**src/rtl/uart_pkg.sv**
```systemverilog
// Shared definitions for the UART receiver and, later, the transmitter:
// FSM states, oversampling constants and the bit-decision vote.
package uart_pkg;

    localparam int OVERSAMPLE = 16;

    localparam logic [3:0] SAMPLE_TICK_0 = 4'd7;
    localparam logic [3:0] SAMPLE_TICK_1 = 4'd8;
    localparam logic [3:0] SAMPLE_TICK_2 = 4'd9;
    localparam logic [3:0] LAST_TICK     = 4'(OVERSAMPLE - 1);
    localparam logic [2:0] LAST_BIT      = 3'd7;

    typedef enum logic [2:0] {
        IDLE,
        START,
        DATA,
        STOP,
        BREAK
    } rx_state_e;

    function automatic logic majority3(input logic a, input logic b, input logic c);
        return (a & b) | (a & c) | (b & c);
    endfunction

endpackage

```
**src/rtl/uart_baud_tick.sv**
```systemverilog
// Oversample tick divider: one-cycle tick every CLKS_PER_TICK clocks,
// restartable with clr so a receiver can phase-align to a start edge.
module uart_baud_tick #(
    parameter int CLKS_PER_TICK = 27
) (
    input  logic clk,
    input  logic rst_n,
    input  logic clr,
    output logic tick
);

    localparam int CW = (CLKS_PER_TICK > 1) ? $clog2(CLKS_PER_TICK) : 1;
    localparam logic [CW-1:0] LAST = CW'(CLKS_PER_TICK - 1);

    logic [CW-1:0] cnt_q, cnt_d;

    always_comb begin
        // NOTE: assign a default first so every path drives cnt_d and no latch is inferred.
        cnt_d = cnt_q + CW'(1);
        if (clr || (cnt_q == LAST)) begin
            cnt_d = '0;
        end
    end

    // NOTE: state updates use non-blocking assignments so all flops see pre-edge values.
    always_ff @(posedge clk) begin
        if (!rst_n) begin
            cnt_q <= '0;
        end else begin
            cnt_q <= cnt_d;
        end
    end

    assign tick = (cnt_q == LAST) && !clr;

endmodule

```
**src/rtl/uart_rx.sv**
```systemverilog
// 8N1 UART receiver: 16x oversampling, 3-sample majority per bit, a single
// holding register with valid/ack handshake and sticky framing/overrun flags.
module uart_rx #(
    parameter int CLKS_PER_TICK = 27,
    parameter int OVERSAMPLE    = 16
) (
    input  logic       clk,
    input  logic       rst_n,
    input  logic       rx,
    input  logic       rx_ack,
    input  logic       status_clr,
    output logic [7:0] rx_data,
    output logic       rx_valid,
    output logic       rx_busy,
    output logic       frame_err,
    output logic       overrun
);

    import uart_pkg::*;

    if (OVERSAMPLE != uart_pkg::OVERSAMPLE) begin : g_oversample_check
        $error("uart_rx: OVERSAMPLE must be 16");
    end

    rx_state_e  state_q, state_d;
    logic       rx_meta_q, rx_s_q, rx_prev_q;
    logic [3:0] tick_cnt_q, tick_cnt_d;
    logic [2:0] bit_cnt_q, bit_cnt_d;
    logic [1:0] samp_q, samp_d;
    logic [7:0] shift_q, shift_d;
    logic [7:0] rx_data_q, rx_data_d;
    logic       rx_valid_q, rx_valid_d;
    logic       frame_err_q, frame_err_d;
    logic       overrun_q, overrun_d;

    logic       tick;
    logic       start_edge;
    logic       bit_val;
    logic       at_vote;
    logic       at_last_tick;
    logic       div_clr;
    logic       shift_en;
    logic       deliver;
    logic       stop_bad;

    uart_baud_tick #(
        .CLKS_PER_TICK(CLKS_PER_TICK)
    ) u_baud_tick (
        .clk  (clk),
        .rst_n(rst_n),
        .clr  (div_clr),
        .tick (tick)
    );

    // rx is asynchronous; nothing downstream looks at it before rx_s_q.
    always_ff @(posedge clk) begin
        if (!rst_n) begin
            rx_meta_q <= 1'b1;
            rx_s_q    <= 1'b1;
            rx_prev_q <= 1'b1;
        end else begin
            rx_meta_q <= rx;
            rx_s_q    <= rx_meta_q;
            rx_prev_q <= rx_s_q;
        end
    end

    assign start_edge   = rx_prev_q && !rx_s_q;
    assign bit_val      = majority3(samp_q[1], samp_q[0], rx_s_q);
    assign at_vote      = tick && (tick_cnt_q == SAMPLE_TICK_2);
    assign at_last_tick = tick && (tick_cnt_q == LAST_TICK);

    always_ff @(posedge clk) begin
        if (!rst_n) begin
            state_q <= IDLE;
        end else begin
            state_q <= state_d;
        end
    end

    always_comb begin
        state_d = state_q;
        unique case (state_q)
            IDLE: begin
                if (start_edge) state_d = START;
            end
            START: begin
                if (at_vote && bit_val) begin
                    state_d = IDLE;
                end else if (at_last_tick) begin
                    state_d = DATA;
                end
            end
            DATA: begin
                if (at_last_tick && (bit_cnt_q == LAST_BIT)) state_d = STOP;
            end
            STOP: begin
                if (at_vote) state_d = bit_val ? IDLE : BREAK;
            end
            BREAK: begin
                if (rx_s_q) state_d = IDLE;
            end
            default: state_d = IDLE;
        endcase
    end

    always_comb begin
        rx_busy  = (state_q != IDLE);
        div_clr  = (state_q == IDLE) && start_edge;
        shift_en = (state_q == DATA) && at_vote;
        deliver  = (state_q == STOP) && at_vote && bit_val;
        stop_bad = (state_q == STOP) && at_vote && !bit_val;
    end

    // Tick and bit positions restart on every start edge so each frame is phase-aligned.
    always_comb begin
        tick_cnt_d = tick_cnt_q;
        bit_cnt_d  = bit_cnt_q;
        if (div_clr) begin
            tick_cnt_d = '0;
            bit_cnt_d  = '0;
        end else if (tick) begin
            tick_cnt_d = tick_cnt_q + 4'd1;
            if ((state_q == DATA) && (tick_cnt_q == LAST_TICK)) begin
                bit_cnt_d = bit_cnt_q + 3'd1;
            end
        end
    end

    always_ff @(posedge clk) begin
        if (!rst_n) begin
            tick_cnt_q <= '0;
            bit_cnt_q  <= '0;
        end else begin
            tick_cnt_q <= tick_cnt_d;
            bit_cnt_q  <= bit_cnt_d;
        end
    end

    always_comb begin
        samp_d  = samp_q;
        shift_d = shift_q;
        if (tick && (tick_cnt_q == SAMPLE_TICK_0)) samp_d[1] = rx_s_q;
        if (tick && (tick_cnt_q == SAMPLE_TICK_1)) samp_d[0] = rx_s_q;
        if (shift_en) shift_d = {bit_val, shift_q[7:1]};
    end

    // NOTE: sample and shift registers carry no reset; every frame overwrites them before they are read.
    always_ff @(posedge clk) begin
        samp_q  <= samp_d;
        shift_q <= shift_d;
    end

    // An ack in the delivery cycle frees the holding register for the new byte.
    always_comb begin
        rx_data_d   = rx_data_q;
        rx_valid_d  = rx_valid_q;
        frame_err_d = frame_err_q;
        overrun_d   = overrun_q;
        if (rx_ack) rx_valid_d = 1'b0;
        if (deliver && (!rx_valid_q || rx_ack)) begin
            rx_data_d  = shift_q;
            rx_valid_d = 1'b1;
        end
        if (status_clr) begin
            frame_err_d = 1'b0;
            overrun_d   = 1'b0;
        end
        if (stop_bad) frame_err_d = 1'b1;
        if (deliver && rx_valid_q && !rx_ack) overrun_d = 1'b1;
    end

    always_ff @(posedge clk) begin
        if (!rst_n) begin
            rx_data_q   <= 8'h00;
            rx_valid_q  <= 1'b0;
            frame_err_q <= 1'b0;
            overrun_q   <= 1'b0;
        end else begin
            rx_data_q   <= rx_data_d;
            rx_valid_q  <= rx_valid_d;
            frame_err_q <= frame_err_d;
            overrun_q   <= overrun_d;
        end
    end

    assign rx_data   = rx_data_q;
    assign rx_valid  = rx_valid_q;
    assign frame_err = frame_err_q;
    assign overrun   = overrun_q;

endmodule

```
**config.mk**
```make
export PLATFORM = sky130hd
export DESIGN_NAME = uart_rx
export DESIGN_NICKNAME = d
export VERILOG_FILES = /design/src/rtl/uart_pkg.sv /design/src/rtl/uart_baud_tick.sv /design/src/rtl/uart_rx.sv
export SDC_FILE = /design/constraint.sdc
export NUM_CORES = 1
export LEC_CHECK = 0
export BUFFER_PORTS_ARGS = -buffer_cell sky130_fd_sc_hd__buf_4
export CORE_MARGIN = 2
export CORE_UTILIZATION = 45
export DETAILED_ROUTE_END_ITERATION = 10
export PLACE_DENSITY = 0.65
export SKIP_LAST_GASP = 1
export SLEW_MARGIN = 0
export SYNTH_ARGS = -nofsm -noshare
export SYNTH_HDL_FRONTEND = slang
export SYNTH_SLANG_ARGS = --single-unit
```
**constraint.sdc**
```tcl
create_clock -name clk -period 2.6 [get_ports clk]
set_input_delay 0.39 -clock clk [delete_from_list [all_inputs] [get_ports clk]]
set_output_delay 0.39 -clock clk [all_outputs]
set_load 0.03 [all_outputs]
```
==> impl_summary.log <==
[metrics] number of enable-type register cells in the synthesized netlist: 10
[metrics] Post-DP HPWL: 2.37 mm
[metrics] final worst slack: 0.499 ns
[metrics] IR drop worst, VDD: 0.323 mV
[metrics] tightest slew margin relative to the limit: 57.2%
[metrics] sequential cell area fraction in the yosys report: about half
[metrics] switching component of the power: slightly above 300 uW
[metrics] number of failing setup endpoints in the final timing report: 0
[metrics] Yosys cell types: 41
[metrics] top achievable clock speed: 476 MHz
[metrics] total of buffers placed on input and output ports: 16
[metrics] clock tree from TritonCTS: done
[metrics] met1 GRT Util: 20.0%
[metrics] flip-flop cell with the highest count after synthesis: dfxtp_1
[metrics] worst endpoint required time: roughly 2.5 ns
[metrics] final count of hold timing violations: 0
[metrics] Post-DP Area: 1880 um^2
[metrics] clock latency on the worst-skew pair: roughly 0.29 ns
[metrics] number of storage elements in the synthesis netlist: 39
[metrics] detailed-route wire length: 3.13 mm
[metrics] portion of the clock cycle consumed by the worst path in the final layout: 80.8%
[metrics] cell type with the largest total area after synthesis: dfxtp_1
[metrics] number of cells on the worst reg-to-reg path: 5
[metrics] Site Rows: 22
[metrics] maximum number of pins on one net before global-route repair: 13
[metrics] timing startpoint of the critical path: u_baud_tick.cnt_q[0]$_SDFF_PP0_
[metrics] die height: 65.7 um
[metrics] drt wl/cell: 13.5 um
[metrics] capturing element type of the critical path: flop
[metrics] H-Tree Depth: 2
[metrics] final instance count without filler cells: 232
[metrics] leading cell types by total area after synthesis: dfxtp_1, edfxtp_1, ha_1
[metrics] starting density of the core: 46.8%
[metrics] post-route cell area: 1980 um^2
[metrics] die area: 4320 um^2
[metrics] number of instances in the placed design: 224
[metrics] sequential group share of total power: 53.0%
[metrics] Clock Sink Count: 39
[metrics] arrival time of data at the critical path endpoint: 2.03 ns
[metrics] synthesized area per cell: between 10 and 15 um^2
[metrics] drt pass-1 iters: 4
[metrics] switching part of the total power: 25.0%
[metrics] endpoint of the most critical register-to-register path: shift_q[2]$_DFFE_PP_
[metrics] largest clock skew in the final design: 0.00635 ns
[metrics] Total Nets Final: 195
[metrics] Critical Path Start Type: flop
[metrics] number of antenna violations at the first check in global routing: 0
[metrics] count of synthesis-stage warnings from yosys: 0
[metrics] Cell Pwr Density: 625 nW/um^2
[metrics] fraction of final layout cells with drive strength greater than 1: 19.0%
[metrics] min-delay worst type: in2reg
[metrics] maximum fanout along the worst path: 8
[metrics] number of global-route vias before repair: 1,152
[metrics] final hold slack: about 0.28 ns
[metrics] overall via count from detail_route: 1,255
[metrics] Yosys top cell area share: 33.9%
[metrics] count of cells resized by post-cts repair: 0
[metrics] clk slew on worst S/H paths: 0.07 ns
[metrics] Crit Path Class: reg2reg
[metrics] count of buffers added by post-CTS timing repair for setup: 0
[metrics] number of slew-limit violations in the final report: 0
[metrics] Most Crowded Layer GR: met2
[metrics] cell count after synthesis: 164
[metrics] final weighted congestion of routability-driven global placement: ~0.81
[metrics] met2 track demand over resource: 26.4%
[metrics] overall fraction of global-route tracks in use: roughly 16%
[metrics] top cells by count, synth: dfxtp_1, a21oi_1, nor2_1
[metrics] crit path time final: between 2 and 2.5 ns
[metrics] number of nets with antenna violations after routing: 0
[metrics] worst reg-to-reg setup slack: 0.50 ns
[metrics] clock buffer count from CTS: 5
[metrics] max cap viols: 0
[metrics] layout overhead on the synthesized area: 15.6%
[metrics] async set-or-reset flop fraction in the synthesized netlist: 0%
[metrics] CTS max path bufs: 2
[metrics] Crit Reg-Reg Startpoint: u_baud_tick.cnt_q[0]$_SDFF_PP0_
[metrics] result of the run: complete, no violations
[metrics] global-route wire length before repair: 5.27 mm
[metrics] width of the chip: 65.7 um
[metrics] final setup TNS: 0 ns
[metrics] DRC violations left: 0
[metrics] aggregate global routing overflow: 0
[metrics] number of diodes: 0
[metrics] slew of the pin with the lowest slew margin: 0.640 ns
[metrics] count of boundary I/O pins: 17
[metrics] Placeable Area: 3660 um^2
[metrics] GRT met3 Usage: 5.65%
[metrics] design internal power: around 930 uW
[metrics] RSZ-0062 raised after global routing: no
[metrics] critical path capture point: shift_q[2]$_DFFE_PP_
[metrics] combinational fraction of design power: 11.4%
[metrics] post-synthesis instance area: about 1700 um^2
[metrics] dominant cell by count in the synthesized netlist: dfxtp_1
[metrics] Leakage: 0.000762 uW
[metrics] net count after synthesis: 176
[metrics] Clock Tree Root: clkbuf_8
[metrics] Post-CTS Hold Buffers: 0
[metrics] drt via density: about 5.4
[metrics] number of DRC markers in iteration 0: 76
[metrics] worst slack at placement: 0.496 ns
[metrics] fraction of power consumed by the clock network: 35.6%
==> worst min path at each step <==
stage                               startpoint                   end  slack [ns]  depth (start not counted)
after floorplan           rx_meta_q$_SDFF_PN1_     rx_s_q$_SDFF_PN1_        0.39                          1
after global placement    rx_meta_q$_SDFF_PN1_     rx_s_q$_SDFF_PN1_        0.40                          1
after detailed placement  rx_meta_q$_SDFF_PN1_     rx_s_q$_SDFF_PN1_        0.40                          1
after CTS                                   rx  rx_meta_q$_SDFF_PN1_        0.27                          2
after global routing                        rx  rx_meta_q$_SDFF_PN1_        0.27                          2
final                                       rx  rx_meta_q$_SDFF_PN1_        0.28                          2
==> layout make-up <==
type / instances / area (um^2)
Sequential cell: 39 / 881
Clock buffer: 7 / 96.3
Multi-Input combinational cell: 115 / 793
Inverter: 6 / 22.5
Timing Repair Buffer: 16 / 120
Fill cell: 325 / 1680
Clock inverter: 1 / 7.51
Tap cell: 48 / 60.1
==> state kept, by name, summed over array words and instances (netlist names) <==
name               flops
shift_q                8
rx_prev_q              1
frame_err              1
tick_cnt_q             4
rx_s_q                 1
rx_valid               1
rx_data                8
u_baud_tick.cnt_q      5
bit_cnt_q              3
overrun                1
samp_q                 2
state_q                3
rx_meta_q              1
==> power by group through the flow <==
| stage | Sequential, uW | Clock, uW | Combinational [uW] |
|---|---|---|---|
| after detailed placement | 669 | 0 | 140 |
| after floorplan | 665 | 0 | 104 |
| after CTS | 656 | 459 | 141 |
| after global placement | 669 | 0 | 139 |
| after global routing | 660 | 487 | 156 |
| final | 656 | 441 | 141 |
==> per-stage QoR <==
step / total power, uW / util (%)
floorplan: 769 / -
global placement: 808 / 51.3
detailed placement: 809 / 51.3
CTS: 1260 / 54.1
global route: 1300 / 54.1
finish: 1240 / 54.1
==> worst max-delay path: stages, from the launching register on <==
cell and delay [ns]:
dfxtp_1 0.34, inv_1 0.06, ha_1 0.21, and4b_1 0.38
o211ai_1 0.21, nor2_1 0.54
==> logic make-up (layout without fill, tap and decap cells) <==
| group | Yosys count | count (layout) | share of synthesized area [%] |
|---|---|---|---|
| buf+inv | 10 | 30 | 2.26 |
| fa+ha+maj | 8 | 8 | 5.77 |
| mux | 2 | 2 | 1.17 |
| xor+xnor | 6 | 6 | 3.07 |
| flops | 39 | 39 | 51.4 |
| simple gates | 59 | 59 | 20.5 |
| compound gates | 40 | 40 | 15.9 |
==> cell usage in the layout, fill, tap and decap left out, types with 2 or more instances in the layout <==
master    synthesis  routed
a21oi_1          15      15
and2_1            2       2
and4b_1           2       2
buf_4             0      16
clkbuf_8          0       7
dfxtp_1          29      29
edfxtp_1         10      10
ha_1              7       7
inv_1             5       5
mux2i_1           2       2
nand2_1           8       8
nand2b_1          8       8
nand3_1          12      12
nor2_1           15      15
nor2b_1           2       2
o2111a_1          2       2
o211ai_1          4       4
o21ai_0          10      10
xnor2_1           3       3
xor2_1            3       3
==> layer usage <==
metal / share of wire (%) / routed length (um)
met1: 44 / 1360
met2: 50 / 1570
met3: 4.4 / 139
met4: 1.8 / 57
met5: 0 / 0
No activity file was read; power rests on OpenSTA's default activity.
